===== src/rtl/config_pkg.sv =====
// Stand-in for the core configuration package: only the fields the descriptor table reports.
package config_pkg;

   typedef struct packed {
      logic [31:0] XLEN;
      logic        RVA, RVB, RVC, RVD, RVF, RVH, RVS, RVU, RVV;
      logic        RVZCB, RVZCMP, RVZCMT, RVZiCond, RVZicntr, RVZihpm, RVZKN;
      logic        CvxifEn, MmuPresent, DebugEn, PerfCounterEn;
      logic [31:0] IcacheByteSize, IcacheSetAssoc, IcacheLineWidth;
      logic [31:0] DcacheByteSize, DcacheSetAssoc, DcacheLineWidth;
      logic [31:0] DCacheType, WtDcacheWbufDepth, NrLoadBufEntries, MaxOutstandingStores;
      logic [31:0] RASDepth, BTBEntries, BHTEntries, BHTHist;
      logic [31:0] NrPMPEntries, NrScoreboardEntries, NrCommitPorts;
      logic [31:0] InstrTlbEntries, DataTlbEntries;
      logic [63:0] HaltAddress, ExceptionAddress, DmBaseAddress;
   } cva6_cfg_t;

   localparam cva6_cfg_t cva6_cfg_empty = '0;

endpackage


===== src/rtl/cva6_cfg_reporter_pkg.sv =====
// Descriptor table layout and the word-builder shared by the reporter and its bench.
package cva6_cfg_report_pkg;

   localparam logic [63:0] CfgMagic   = 64'h4356_4136_4346_4731;
   localparam int unsigned NrCfgWords = 12;

   typedef enum logic [3:0] {
      WordMagic, WordMisa, WordZext, WordIcache, WordDcache, WordDcacheCfg,
      WordBpred, WordSizes, WordHalt, WordExc, WordDmBase, WordXor
   } cfg_word_e;

   function automatic logic [63:0] cfg_base_word(config_pkg::cva6_cfg_t cfg, logic [3:0] idx);
      logic [63:0] w;
      w = '0;
      case (cfg_word_e'(idx))
         WordMagic: w = CfgMagic;
         WordMisa: begin
            w[63:62] = (cfg.XLEN == 32'd64) ? 2'd2 : 2'd1;
            w[0]  = cfg.RVA;  w[1]  = cfg.RVB;  w[2]  = cfg.RVC;  w[3] = cfg.RVD;
            w[5]  = cfg.RVF;  w[7]  = cfg.RVH;  w[8]  = 1'b1;     w[12] = 1'b1;
            w[18] = cfg.RVS;  w[20] = cfg.RVU;  w[21] = cfg.RVV;
         end
         WordZext: w[10:0] = {cfg.PerfCounterEn, cfg.DebugEn, cfg.MmuPresent, cfg.CvxifEn,
                              cfg.RVZKN, cfg.RVZihpm, cfg.RVZicntr, cfg.RVZiCond,
                              cfg.RVZCMT, cfg.RVZCMP, cfg.RVZCB};
         WordIcache: w = {cfg.IcacheLineWidth[15:0], cfg.IcacheSetAssoc[15:0], cfg.IcacheByteSize};
         WordDcache: w = {cfg.DcacheLineWidth[15:0], cfg.DcacheSetAssoc[15:0], cfg.DcacheByteSize};
         WordDcacheCfg: begin
            w[3:0]   = cfg.DCacheType[3:0];
            w[15:8]  = cfg.WtDcacheWbufDepth[7:0];
            w[23:16] = cfg.NrLoadBufEntries[7:0];
            w[31:24] = cfg.MaxOutstandingStores[7:0];
         end
         WordBpred: w = {cfg.BHTHist[15:0], cfg.BHTEntries[15:0], cfg.BTBEntries[15:0],
                         cfg.RASDepth[15:0]};
         WordSizes: w[39:0] = {cfg.DataTlbEntries[7:0], cfg.InstrTlbEntries[7:0],
                               cfg.NrCommitPorts[7:0], cfg.NrScoreboardEntries[7:0],
                               cfg.NrPMPEntries[7:0]};
         WordHalt:   w = cfg.HaltAddress;
         WordExc:    w = cfg.ExceptionAddress;
         WordDmBase: w = cfg.DmBaseAddress;
         default:    w = '0;
      endcase
      return w;
   endfunction

   // Word 11 folds words 0..10 so software can sanity-check a full dump.
   function automatic logic [63:0] cfg_word(config_pkg::cva6_cfg_t cfg, logic [3:0] idx);
      logic [63:0] x;
      x = '0;
      if (idx == WordXor) begin
         for (int i = 0; i < NrCfgWords - 1; i++) x ^= cfg_base_word(cfg, 4'(i));
      end else if (idx < 4'(NrCfgWords)) begin
         x = cfg_base_word(cfg, idx);
      end
      return x;
   endfunction

endpackage


===== src/rtl/cva6_cfg_reporter_if.sv =====
// Request/response bundle between a config reader and the descriptor reporter.
interface cva6_cfg_reporter_if;
   logic        req_valid_i;
   logic        req_ready_o;
   logic [3:0]  req_addr_i;
   logic        dump_i;
   logic        dump_busy_o;
   logic        rsp_valid_o;
   logic        rsp_ready_i;
   logic [63:0] rsp_data_o;
   logic        rsp_err_o;
   logic        rsp_last_o;

   modport master (output req_valid_i, req_addr_i, dump_i, rsp_ready_i,
                   input  req_ready_o, dump_busy_o, rsp_valid_o, rsp_data_o, rsp_err_o, rsp_last_o);
   modport slave  (input  req_valid_i, req_addr_i, dump_i, rsp_ready_i,
                   output req_ready_o, dump_busy_o, rsp_valid_o, rsp_data_o, rsp_err_o, rsp_last_o);
endinterface


===== src/rtl/cva6_cfg_reporter.sv =====
// Serves the elaborated core configuration as a constant 12-word descriptor table,
// either one word per request or as a streamed dump of all words.
module cva6_cfg_reporter
   import cva6_cfg_report_pkg::*;
#(
   parameter config_pkg::cva6_cfg_t CVA6Cfg = config_pkg::cva6_cfg_empty
) (
   input  logic               clk_i,
   input  logic               rst_i,
   cva6_cfg_reporter_if.slave bus
);

   localparam int unsigned NrWords = NrCfgWords;
   localparam logic [3:0]  LastIdx = 4'(NrWords - 1);

   typedef enum logic {Idle, Dump} state_e;

   state_e      state_q, state_d;
   logic [3:0]  cnt_q, cnt_d;
   logic        rsp_valid_q, rsp_valid_d;
   logic        rsp_err_q, rsp_err_d;
   logic        rsp_last_q, rsp_last_d;
   logic [63:0] rsp_data_q, rsp_data_d;
   logic        slot_free, handshake, accept;

   assign slot_free = !rsp_valid_q || bus.rsp_ready_i;
   assign handshake = rsp_valid_q && bus.rsp_ready_i;
   assign accept    = (state_q == Idle) && bus.req_valid_i && slot_free;

   always_comb begin
      state_d     = state_q;
      cnt_d       = cnt_q;
      rsp_valid_d = rsp_valid_q;
      rsp_err_d   = rsp_err_q;
      rsp_last_d  = rsp_last_q;
      rsp_data_d  = rsp_data_q;
      case (state_q)
         Idle: begin
            // A request in the same cycle as dump_i wins; the dump pulse is dropped.
            if (accept) begin
               rsp_valid_d = 1'b1;
               rsp_data_d  = cfg_word(CVA6Cfg, bus.req_addr_i);
               rsp_err_d   = bus.req_addr_i > LastIdx;
               rsp_last_d  = 1'b0;
            end else if (bus.dump_i && slot_free) begin
               state_d     = Dump;
               cnt_d       = 4'd0;
               rsp_valid_d = 1'b1;
               rsp_data_d  = cfg_word(CVA6Cfg, 4'd0);
               rsp_err_d   = 1'b0;
               rsp_last_d  = 1'b0;
            end else if (handshake) begin
               rsp_valid_d = 1'b0;
            end
         end
         Dump: begin
            if (handshake) begin
               if (cnt_q == LastIdx) begin
                  state_d     = Idle;
                  cnt_d       = 4'd0;
                  rsp_valid_d = 1'b0;
                  rsp_last_d  = 1'b0;
               end else begin
                  cnt_d      = cnt_q + 4'd1;
                  rsp_data_d = cfg_word(CVA6Cfg, cnt_q + 4'd1);
                  rsp_last_d = (cnt_q + 4'd1) == LastIdx;
               end
            end
         end
         default: state_d = Idle;
      endcase
   end

   always_ff @(posedge clk_i) begin
      if (rst_i) begin
         state_q     <= Idle;
         cnt_q       <= 4'd0;
         rsp_valid_q <= 1'b0;
         rsp_err_q   <= 1'b0;
         rsp_last_q  <= 1'b0;
         rsp_data_q  <= '0;
      end else begin
         state_q     <= state_d;
         cnt_q       <= cnt_d;
         rsp_valid_q <= rsp_valid_d;
         rsp_err_q   <= rsp_err_d;
         rsp_last_q  <= rsp_last_d;
         rsp_data_q  <= rsp_data_d;
      end
   end

   assign bus.req_ready_o = (state_q == Idle) && slot_free;
   assign bus.dump_busy_o = (state_q == Dump);
   assign bus.rsp_valid_o = rsp_valid_q;
   assign bus.rsp_data_o  = rsp_data_q;
   assign bus.rsp_err_o   = rsp_err_q;
   assign bus.rsp_last_o  = rsp_last_q;

endmodule


===== src/flat_wrapper.sv =====
// flat-port wrapper written by rule: the top's interface ports become plain ports
module cva6_cfg_reporter_flat import cva6_cfg_report_pkg::*;
#(
   parameter config_pkg::cva6_cfg_t CVA6Cfg = config_pkg::cva6_cfg_empty
)
  (clk_i, rst_i, bus_req_valid_i, bus_req_addr_i, bus_dump_i, bus_rsp_ready_i, bus_req_ready_o, bus_dump_busy_o, bus_rsp_valid_o, bus_rsp_data_o, bus_rsp_err_o, bus_rsp_last_o);
  cva6_cfg_reporter_if bus_i ();
  input  logic clk_i;
  input  logic rst_i;
  input wire logic [$bits(bus_i.req_valid_i)-1:0] bus_req_valid_i;
  input wire logic [$bits(bus_i.req_addr_i)-1:0] bus_req_addr_i;
  input wire logic [$bits(bus_i.dump_i)-1:0] bus_dump_i;
  input wire logic [$bits(bus_i.rsp_ready_i)-1:0] bus_rsp_ready_i;
  output wire logic [$bits(bus_i.req_ready_o)-1:0] bus_req_ready_o;
  output wire logic [$bits(bus_i.dump_busy_o)-1:0] bus_dump_busy_o;
  output wire logic [$bits(bus_i.rsp_valid_o)-1:0] bus_rsp_valid_o;
  output wire logic [$bits(bus_i.rsp_data_o)-1:0] bus_rsp_data_o;
  output wire logic [$bits(bus_i.rsp_err_o)-1:0] bus_rsp_err_o;
  output wire logic [$bits(bus_i.rsp_last_o)-1:0] bus_rsp_last_o;
  assign bus_i.req_valid_i = bus_req_valid_i;
  assign bus_i.req_addr_i = bus_req_addr_i;
  assign bus_i.dump_i = bus_dump_i;
  assign bus_i.rsp_ready_i = bus_rsp_ready_i;
  assign bus_req_ready_o = bus_i.req_ready_o;
  assign bus_dump_busy_o = bus_i.dump_busy_o;
  assign bus_rsp_valid_o = bus_i.rsp_valid_o;
  assign bus_rsp_data_o = bus_i.rsp_data_o;
  assign bus_rsp_err_o = bus_i.rsp_err_o;
  assign bus_rsp_last_o = bus_i.rsp_last_o;
  cva6_cfg_reporter #(.CVA6Cfg(CVA6Cfg)) u_core (.clk_i(clk_i), .rst_i(rst_i), .bus(bus_i));
endmodule

===== config.mk =====
export PLATFORM = sky130hd
export DESIGN_NAME = cva6_cfg_reporter_flat
export DESIGN_NICKNAME = d
export VERILOG_FILES = /design/src/rtl/config_pkg.sv /design/src/rtl/cva6_cfg_reporter_pkg.sv /design/src/rtl/cva6_cfg_reporter_if.sv /design/src/rtl/cva6_cfg_reporter.sv /design/src/flat_wrapper.sv
export SDC_FILE = /design/constraint.sdc
export NUM_CORES = 1
export LEC_CHECK = 0
export BUFFER_PORTS_ARGS = -buffer_cell sky130_fd_sc_hd__buf_2
export CELL_PAD_IN_SITES_DETAIL_PLACEMENT = 1
export CELL_PAD_IN_SITES_GLOBAL_PLACEMENT = 1
export CORE_ASPECT_RATIO = 1.25
export CORE_UTILIZATION = 28
export CTS_BUF_LIST = sky130_fd_sc_hd__clkbuf_8
export CTS_CLUSTER_DIAMETER = 40
export DETAILED_ROUTE_END_ITERATION = 12
export PLACE_DENSITY_LB_ADDON = 0.1
export REMOVE_ABC_BUFFERS = 1
export SKIP_CTS_REPAIR_TIMING = 1
export SYNTH_ARGS = -nofsm -noshare
export SYNTH_HDL_FRONTEND = slang
export SYNTH_SLANG_ARGS = --single-unit

===== constraint.sdc =====
create_clock -name clk_i -period 1.34 [get_ports clk_i]
set_input_delay 0.268 -clock clk_i [delete_from_list [all_inputs] [get_ports clk_i]]
set_output_delay 0.268 -clock clk_i [all_outputs]
set_load 0.01 [all_outputs]

==> out/metrics.yaml, run 1 <==
clock_tree:
  path_clk_slew_ps: 60
  cts-htree-levels: 1
  cts_tree: "yes"
  cts.sinks: 11
  insertion_delay_ps: 240
  clock_tree.root_cell: "clkbuf_8"
  cts-root-to-sink-buffers: 2
  numCtsBuffers: 3
grt:
  grt-ovfl-total: 0
  grt_pass1_wl_microns: 4290
  grt_pass1_vias: 922
  grt_start_max_net_pins: 26
  antenna_found_initial: 0
  grt_usage: 0.114
timing:
  layout_worst_path_cycle_share: 1.04
  clock_skew_ps: 2.55
  fin_ws_ps: -60.1
  final_hold_viol_count: 0
  slew_violations: 0
  min_period_ps: 1400
  rsz0062_at_grt: "yes"
  fmax_ghz: 0.714
  setup_viol: 5
worst_setup_path:
  worstPathRequired_ps: 1460
  start_kind: "flip-flop"
  cpPeakStageDelay_ps: 390
  crit_type: "reg -> reg"
  worst_r2r_path_depth: 7
  path_max_fanout: 6
  critPathBufInv: 1
  crit_family: "compound AO/OA/AOI/OAI gates"
  r2r_end: "u_core.bus.rsp_data_o[57]"
  worstPathArrival_ps: 1520
  worst_setup_path_end_kind: "flip-flop"
  r2r_setup_slack_ps: -60
  r2r_start: "u_core.cnt_q[0]"
  slowest_stage: "dfxtp_4"
  crit_chain: "inv_2 > ha_2 > nor2b_1 > a211oi_1 > o21ai_1 > a32oi_1 > nor2_1"
placed_design:
  dp_hpwl_microns: 2300
  place_congestion: 0.777
  io_buffers: 40
  placed_cell_area_sq_um: 1360
routing:
  finalWirelength_microns: 2770
  drtPass1Iterations: 4
  vias: 1041
  first_iter_violations: 7
  viasPerCell: 4.15
  wire_per_inst_microns: 11.0
  drtAntennaViolNets: 0
  drc: 0
layout:
  antenna_cells: 0
  syn2layout_area_growth_pct: 17.7
  final_layout_size_suffix_gt1_frac: 0.492
  nets: 207
  final_area_sq_um: 1500
  fin_util: 0.342
pwr:
  max-vdd-ir-drop_v: 0.000228
  power.density_nw_per_um2: 869
  p_leak_nw: 0.773
die:
  fp-row-count: 27
  core_sq_um: 4390
  pin_count: 78
  start_util: 0.291
  dieHeight_microns: 77.5
  dieArea_sq_um: 4840
  die_w_microns: 62.4
yosys:
  syn-cell-area_sq_um: 1280
  synth_async_sr_flop_share: 0
  synthDominantCellAreaShare: 0.364
  synth_edf_count: 0
  synth_commonest_cells: "buf_4 (62), dfxtp_1 (11), nor2_1 (11), a21oi_1 (9), inv_1 (6)"
  yosysWarnings: 0
  ys.flop_type: "dfxtp_1"
  synth_seq_area_share: 0.172
  ys_types: 39
  synth_area_per_cell_sq_um: 8.30
  synth.area.top_cells: "buf_4 (36%), dfxtp_1 (17%), ha_1 (3.9%), a21oi_1 (3.5%), nor2_1 (3.2%)"
  yosysTopAreaCell: "buf_4"
  syn_inst: 154
  ys_seq_elements: 11
  yosysMostFrequentCell: "buf_4"
min_path:
  hp-start: "bus_req_addr_i[3]"
  hold_depth: 3
  min_to: "u_core.bus.rsp_err_o"
  min-delay-path-class: "in -> reg"
run_status:
  status: "finished with violations"
  violations: "setup timing"
run:
  drv_cap: 0
metal layers:
metal | vias up | GRT usage | part of all wire
met2 | 57 | 0.220 | 0.51
met1 | 482 | 0.109 | 0.39
met4 | 0 | 0.0558 | 0.019
met3 | 4 | 0.0324 | 0.076
li1 | 498 | - | -
met5 | - | 0 | 0
where the power goes:
group / switching (mW) / internal (mW)
Combinational: 0.324 / 0.266
Sequential: 0.0238 / 0.352
Clock: 0.139 / 0.202
Total: 0.487 / 0.820
logic make-up after synthesis:
kind of cell,share of synthesized area
other,0.00294
XOR/XNOR,0.0421
AND/OR/NAND/NOR,0.161
multiplexers,0.0117
adder cells (fa/ha/maj),0.0392
AO/OA/AOI/OAI,0.178
flip-flops,0.172
buffers and inverters,0.393
through the flow:
stage / std cells / hold slack [ps] / total power [mW] / setup TNS [ps] / setup slack [ps]
floorplan: 125 / 334 / 0.682 / -19560 / -806
global placement: 244 / 455 / 0.935 / -854 / -174
detailed placement: 244 / 455 / 0.940 / -1290 / -225
CTS: 248 / 342 / 1.29 / -1460 / -238
global route: 251 / 387 / 1.39 / -551 / -126
finish: 251 / 353 / 1.31 / -172 / -60.1
tightest hold or removal path, cell delays in order:
cell	delay, ps
buf_2	130
nand4_1	90
a21oi_1	60
state kept, by name (all words and copies together) (netlist names):
register and flops:
u_core.bus.rsp_last_o 1, u_core.cnt_q 4, u_core.bus.rsp_data_o 3, u_core.bus.dump_busy_o 1, u_core.bus.rsp_valid_o 1, u_core.bus.rsp_err_o 1
area by class of cell:
class                      instances  area, sq um
tap                               58         72.6
fill                             551         2890
timing repair buffer              64          387
inverter                           6         22.5
clock inverter                     1         3.75
multi-input combinational        108          744
sequential                        11          233
clock buffer                       3         41.3
how the worst max path moves through the flow:
stage / end / cells past startpoint / start / slack, ps
3_5_place_dp: u_core.cnt_q[3] / 6 / u_core.cnt_q[1] / -230
5_1_grt: u_core.bus.rsp_data_o[57] / 7 / u_core.cnt_q[0] / -130
3_3_place_gp: u_core.cnt_q[0] / 6 / u_core.cnt_q[1] / -170
4_1_cts: u_core.cnt_q[3] / 6 / u_core.cnt_q[1] / -240
6_report: u_core.bus.rsp_data_o[57] / 7 / u_core.cnt_q[0] / -60
2_1_floorplan: u_core.bus.rsp_data_o[57] / 2 / u_core.bus.rsp_data_o[57] / -810
layout by cell type, fill, tap and decap left out, types with 2 or more instances in the layout:
master,synthesis,final
buf_2,2,39
conb_1,1,37
buf_4,62,24
nor2_1,11,10
a21oi_1,9,8
inv_1,6,6
dfxtp_1,11,5
nor2b_1,5,4
dfxtp_2,0,4
nand3_1,3,3
o21ai_0,4,3
clkbuf_8,0,3
a32oi_1,2,2
nor3b_1,3,2
a221oi_2,2,2
nor3_1,2,2
a211oi_1,2,2
nand4_1,2,2
ha_1,4,2
dfxtp_4,0,2
(Power assumes the default switching activity.)
==> run 2, diff against run 1 <==
Settings changed: CORE_UTILIZATION 28 to 27, CTS_BUF_LIST sky130_fd_sc_hd__clkbuf_8 to default.
==> run 2 against run 1 <==
Against the previous run: the flow still finishes with violations (setup timing); total power up 4.8%; sequential cell count is the same; combinational power grew 5.3%; critical path depth decreased by 1; count of clock-buffer cells in the layout unchanged; critical path type unchanged.
==> out/metrics.yaml, run 2 (synthesized netlist as in run 1, its figures left out) <==
layout:
  nFillCells: 577  # was 551
  multi_input_area_sq_um: 808  # was 744 sq um
  ff_latch_area_sq_um: 235  # was 233 sq um
  largest_reg_flops: 4  # unchanged
  antenna_cells: 0  # unchanged
  final_area_sq_um: 1590  # was 1500 sq um
  layout.cells.non_filler: 253  # was 251
  mostFrequentLayoutCell: "buf_2"  # unchanged
  nets: 209  # was 207
  syn2layout_area_growth_pct: 24.4  # was 17.7%
  regMostFlops: "u_core.cnt_q"  # unchanged
  final_cell_mix: "buf_2 (39), conb_1 (37), buf_4 (26), nor2_1 (9), a21oi_1 (7)"  # was buf_2 (39), conb_1 (37), buf_4 (24), nor2_1 (10), a21oi_1 (8)
  final_layout_size_suffix_gt1_frac: 0.544  # was 0.492
grt:
  antenna_found_initial: 0  # unchanged
  grt_pass1_vias: 916  # was 922
  grt_start_max_net_pins: 26  # unchanged
  grt_pass1_wl_microns: 4350  # was 4290 microns
  grt-ovfl-total: 0  # unchanged
  grt_usage: 0.110  # was 0.114
routing:
  drc: 0  # unchanged
  drtAntennaViolNets: 0  # unchanged
  vias: 1046  # was 1,041
  wl_met2_microns: 1610  # was 1420 microns
  wire_per_inst_microns: 11.7  # was 11.0 microns
  met1Wirelength_microns: 1080  # about the same
  met3_length_microns: 220  # was 209 microns
  drtPass1Iterations: 3  # was 4
  first_iter_violations: 17  # was 7
  viasPerCell: 4.13  # was 4.15
  finalWirelength_microns: 2970  # was 2770 microns
  highest_layer: "met4"  # unchanged
die:
  dieArea_sq_um: 5010  # was 4840 sq um
  pin_count: 78  # unchanged
  start_util: 0.286  # was 0.291
  dieHeight_microns: 78.9  # was 77.5 microns
  fp-row-count: 27  # unchanged
  die_w_microns: 63.5  # was 62.4 microns
  core_sq_um: 4460  # was 4390 sq um
run_status:
  status: "finished with violations"  # unchanged
  violations: "setup timing"  # unchanged
worst_setup_path:
  r2r_start: "u_core.cnt_q[0]"  # unchanged
  cp-startpoint: "u_core.cnt_q[0]"  # unchanged
  crit_type: "reg -> reg"  # unchanged
  endpoint: "u_core.cnt_q[0]"  # was u_core.bus.rsp_data_o[57]
  path_max_fanout: 6  # unchanged
  worst_r2r_path_depth: 6  # was 7
  worstPathRequired_ps: 1530  # was 1460 ps
  worstPathArrival_ps: 1620  # was 1520 ps
  worst_setup_path_end_kind: "flip-flop"  # unchanged
  start_kind: "flip-flop"  # unchanged
  r2r_setup_slack_ps: -90  # was -60 ps
  r2r_end: "u_core.cnt_q[0]"  # was u_core.bus.rsp_data_o[57]
clock_tree:
  numCtsBuffers: 3  # unchanged
  cts.sinks: 11  # unchanged
  clock_tree.root_cell: "clkbuf_8"  # unchanged
  cts_tree: "yes"  # unchanged
  insertion_delay_ps: 260  # was 240 ps
  path_clk_slew_ps: 60  # about the same
  cts-root-to-sink-buffers: 2  # unchanged
  cts-htree-levels: 1  # unchanged
timing:
  layout_worst_path_cycle_share: 1.07  # was 1.04
  fin_ws_ps: -90.5  # was -60.1 ps
  fmax_ghz: 0.699  # was 0.714 GHz
  finalSetupTns_ps: -319  # was -172 ps
  final_hold_viol_count: 0  # unchanged
  clock_skew_ps: 7.80  # was 2.55 ps
  rsz0062_at_grt: "yes"  # unchanged
  slew_violations: 0  # unchanged
  hold_ws_ps: 340  # was 353 ps
  min_period_ps: 1430  # was 1400 ps
  setup_viol: 7  # was 5
placed_design:
  io_buffers: 40  # unchanged
  place_inst: 244  # unchanged
  placed_cell_area_sq_um: 1360  # unchanged
  place_congestion: 0.739  # was 0.777
  dp_hpwl_microns: 2300  # about the same
pwr:
  power.density_nw_per_um2: 862  # was 869 nW/um^2
  p_leak_nw: 0.790  # was 0.773 nW
  max-vdd-ir-drop_v: 0.000257  # was 0.000228 V
  finalPower_mw: 1.37  # was 1.31 mW
min_path:
  min-delay-path-class: "in -> reg"  # unchanged
run:
  drv_cap: 0  # unchanged
-- run 2: changes by cell type in the layout (fill, tap and decap cells not counted), sizes merged --
cell / before / now
buf: 64 / 66
clkinv: 0 / 1
inv: 7 / 6
-- run 2: how the worst min path moves through the flow --
stage                                   start                         to  slack [ps]  depth (start not counted)
floorplan                               rst_i  u_core.bus.rsp_data_o[12]         330                          1
global placement    u_core.bus.rsp_data_o[12]  u_core.bus.rsp_data_o[12]         460                          2
detailed placement  u_core.bus.rsp_data_o[12]  u_core.bus.rsp_data_o[12]         460                          2
CTS                         bus_req_addr_i[3]       u_core.bus.rsp_err_o         340                          3
global route                bus_req_addr_i[3]       u_core.bus.rsp_err_o         360                          3
finish                      bus_req_addr_i[3]       u_core.bus.rsp_err_o         340                          3
-- run 2: worst max-delay path, stage by stage, from the launching register on --
cell	delay, ps
dfxtp_4	380
ha_4	170
and2b_2	230
a21boi_4	240
nor3b_2	210
a21oi_1	60
nor2_1	80
-- run 2: layout make-up --
cell class / count / area share
Multi-Input combinational cell: 108 / 0.509
Timing Repair Buffer: 66 / 0.253
Sequential cell: 11 / 0.148
Tap cell: 58 / 0.0457
Clock buffer: 3 / 0.0260
Inverter: 6 / 0.0157
Clock inverter: 1 / 0.00315
-- run 2: through the flow --
stage / utilization / worst slack (ps)
floorplan: - / -806
global placement: 0.306 / -237
detailed placement: 0.306 / -265
CTS: 0.316 / -264
global route: 0.356 / -156
finish: 0.356 / -90.5
-- run 2: routing by layer --
metal	GRT usage	vias up
met3	0.0244	4
met4	0.0477	0
met2	0.216	57
met1	0.109	484
li1	-	501
met5	0	-
-- run 2: report_power, final --
part	internal, mW	switching, mW	leakage, nW
logic	0.280	0.340	0.671
registers	0.351	0.0264	0.0935
clock network	0.206	0.165	0.0255
==> run 3, diff against run 2 <==
Settings changed: CELL_PAD_IN_SITES_GLOBAL_PLACEMENT 1 to 2, CORE_UTILIZATION 27 to 20.
==> run 3 against run 2 <==
Against the previous run: the run still ends with setup timing left; clock skew down 5.4 ps; via count down 1.1%; global-route usage down 2.4 points; sequential power about the same; count of clock-buffer cells in the layout up 1; largest power group unchanged.
==> out/metrics.yaml, run 3 (synthesized netlist as in run 1, its figures left out) <==
layout:
  largest_reg_flops: 4  # unchanged
  final_cell_mix: "buf_2 (39), conb_1 (37), buf_4 (22), nor2_1 (10), a21oi_1 (8)"  # was buf_2 (39), conb_1 (37), buf_4 (26), nor2_1 (9), a21oi_1 (7)
  ff_latch_area_sq_um: 235  # unchanged
  fin_util: 0.264  # was 0.356
  nFillCells: 780  # was 577
  mostFrequentLayoutCell: "buf_2"  # unchanged
  regMostFlops: "u_core.cnt_q"  # unchanged
  antenna_cells: 0  # unchanged
  layout.cells.non_filler: 281  # was 253
  nets: 210  # was 209
  syn2layout_area_growth_pct: 27.3  # was 24.4%
  multi_input_area_sq_um: 787  # was 808 sq um
  final_layout_size_suffix_gt1_frac: 0.531  # was 0.544
run:
  drv_cap: 0  # unchanged
pwr:
  max-vdd-ir-drop_v: 0.000218  # was 0.000257 V
  power.density_nw_per_um2: 831  # was 862 nW/um^2
  p_leak_nw: 0.796  # was 0.790 nW
worst_setup_path:
  worstPathRequired_ps: 1510  # was 1530 ps
  worstPathArrival_ps: 1560  # was 1620 ps
  critPathBufInv: 1  # was 0
  crit_family: "compound AO/OA/AOI/OAI gates"  # was simple AND/OR/NAND/NOR gates
  crit_chain: "ha_4 > and2b_2 > a21boi_4 > buf_4 > o21ai_0 > a21oi_1"  # was ha_4 > and2b_2 > a21boi_4 > nor3b_2 > a21oi_1 > nor2_1
  path_max_fanout: 5  # was 6
  cpPeakStageDelay_ps: 370  # was 380 ps
  slowest_stage: "dfxtp_4"  # unchanged
  worst_setup_path_end_kind: "flip-flop"  # unchanged
  crit_type: "reg -> reg"  # unchanged
  start_kind: "flip-flop"  # unchanged
timing:
  setup_viol: 6  # was 7
  final_hold_viol_count: 0  # unchanged
  rsz0062_at_grt: "yes"  # unchanged
  fmax_ghz: 0.720  # was 0.699 GHz
  finalSetupTns_ps: -201  # was -319 ps
  layout_worst_path_cycle_share: 1.04  # was 1.07
  clock_skew_ps: 2.41  # was 7.80 ps
  slew_violations: 0  # unchanged
  min_period_ps: 1390  # was 1430 ps
  fin_ws_ps: -48.6  # was -90.5 ps
placed_design:
  place_inst: 273  # was 244
  dp_hpwl_microns: 2470  # was 2300 microns
  io_buffers: 40  # unchanged
  place_congestion: 0.701  # was 0.739
clock_tree:
  clock_tree.root_cell: "clkbuf_8"  # unchanged
  path_clk_slew_ps: 60  # about the same
  numCtsBuffers: 3  # unchanged
  cts.sinks: 11  # unchanged
  cts-htree-levels: 1  # unchanged
  cts-root-to-sink-buffers: 2  # unchanged
  insertion_delay_ps: 240  # was 260 ps
  cts_tree: "yes"  # unchanged
grt:
  grt_pass1_vias: 917  # was 916
  grt_pass1_wl_microns: 4400  # was 4350 microns
  grt-ovfl-total: 0  # unchanged
  grt_usage: 0.0867  # was 0.110
  grt_start_max_net_pins: 26  # unchanged
  antenna_found_initial: 0  # unchanged
routing:
  vias: 1035  # was 1,046
  finalWirelength_microns: 3020  # was 2970 microns
  drtPass1Iterations: 2  # was 3
  drtAntennaViolNets: 0  # unchanged
  wire_per_inst_microns: 10.7  # was 11.7 microns
  drc: 0  # unchanged
  viasPerCell: 3.68  # was 4.13
  first_iter_violations: 18  # was 17
die:
  start_util: 0.207  # was 0.286
  core_sq_um: 6170  # was 4460 sq um
  die_w_microns: 73.5  # was 63.5 microns
  dieHeight_microns: 91.4  # was 78.9 microns
  dieArea_sq_um: 6710  # was 5010 sq um
  fp-row-count: 32  # was 27
  pin_count: 78  # unchanged
min_path:
  min-delay-path-class: "in -> reg"  # unchanged
run_status:
  violations: "setup timing"  # unchanged
  status: "finished with violations"  # unchanged
-- run 3: where the power goes --
| part | internal [mW] | total [mW] | switching (mW) |
|---|---|---|---|
| logic | 0.283 | 0.624 | 0.341 |
| registers | 0.352 | 0.376 | 0.0245 |
| clock network | 0.210 | 0.352 | 0.142 |
| total | 0.844 | 1.35 | 0.508 |
-- run 3: layout make-up --
cell class                      instances  share of cell area
Sequential cell                        11               0.145
Timing Repair Buffer                   67               0.263
Multi-Input combinational cell        108               0.484
Inverter                                6              0.0154
Tap cell                               85              0.0654
Clock buffer                            4              0.0277
-- run 3: stage by stage --
stage	instance area (sq um)	worst slack [ps]	hold WS (ps)	power, mW
after global placement	1410	-193	460	0.947
after global routing	1630	-118	383	1.45
final	1630	-48.6	349	1.35
after floorplan	933	-806	334	0.682
after CTS	1460	-250	344	1.31
after detailed placement	1410	-236	454	0.950
-- run 3: tightest hold or removal path: cells and delay by family --
family	cells	cell delay [ps]
AOI/OAI and AO/OA	1	60
buffers and inverters	1	130
and+or+nand+nor	1	80
-- run 3: path summary, 6_finish.rpt --
kind | startpoint | end | slack [ps] | cells after the start
setup / recovery | u_core.cnt_q[0] | u_core.bus.rsp_valid_o | -50 | 6
hold / removal | bus_req_addr_i[3] | u_core.bus.rsp_err_o | 350 | 3
setup reg to reg | u_core.cnt_q[0] | u_core.bus.rsp_valid_o | -50 | 6
hold reg to reg | u_core.bus.rsp_data_o[12] | u_core.bus.rsp_data_o[12] | 470 | 2
-- run 3: routing by layer --
layer / wire length, microns / vias up / track usage
li1: - / 504 / -
met1: 1070 / 473 / 0.0859
met2: 1650 / 56 / 0.167
met3: 251 / 2 / 0.0133
met4: 43 / 0 / 0.0433
met5: 0 / - / 0
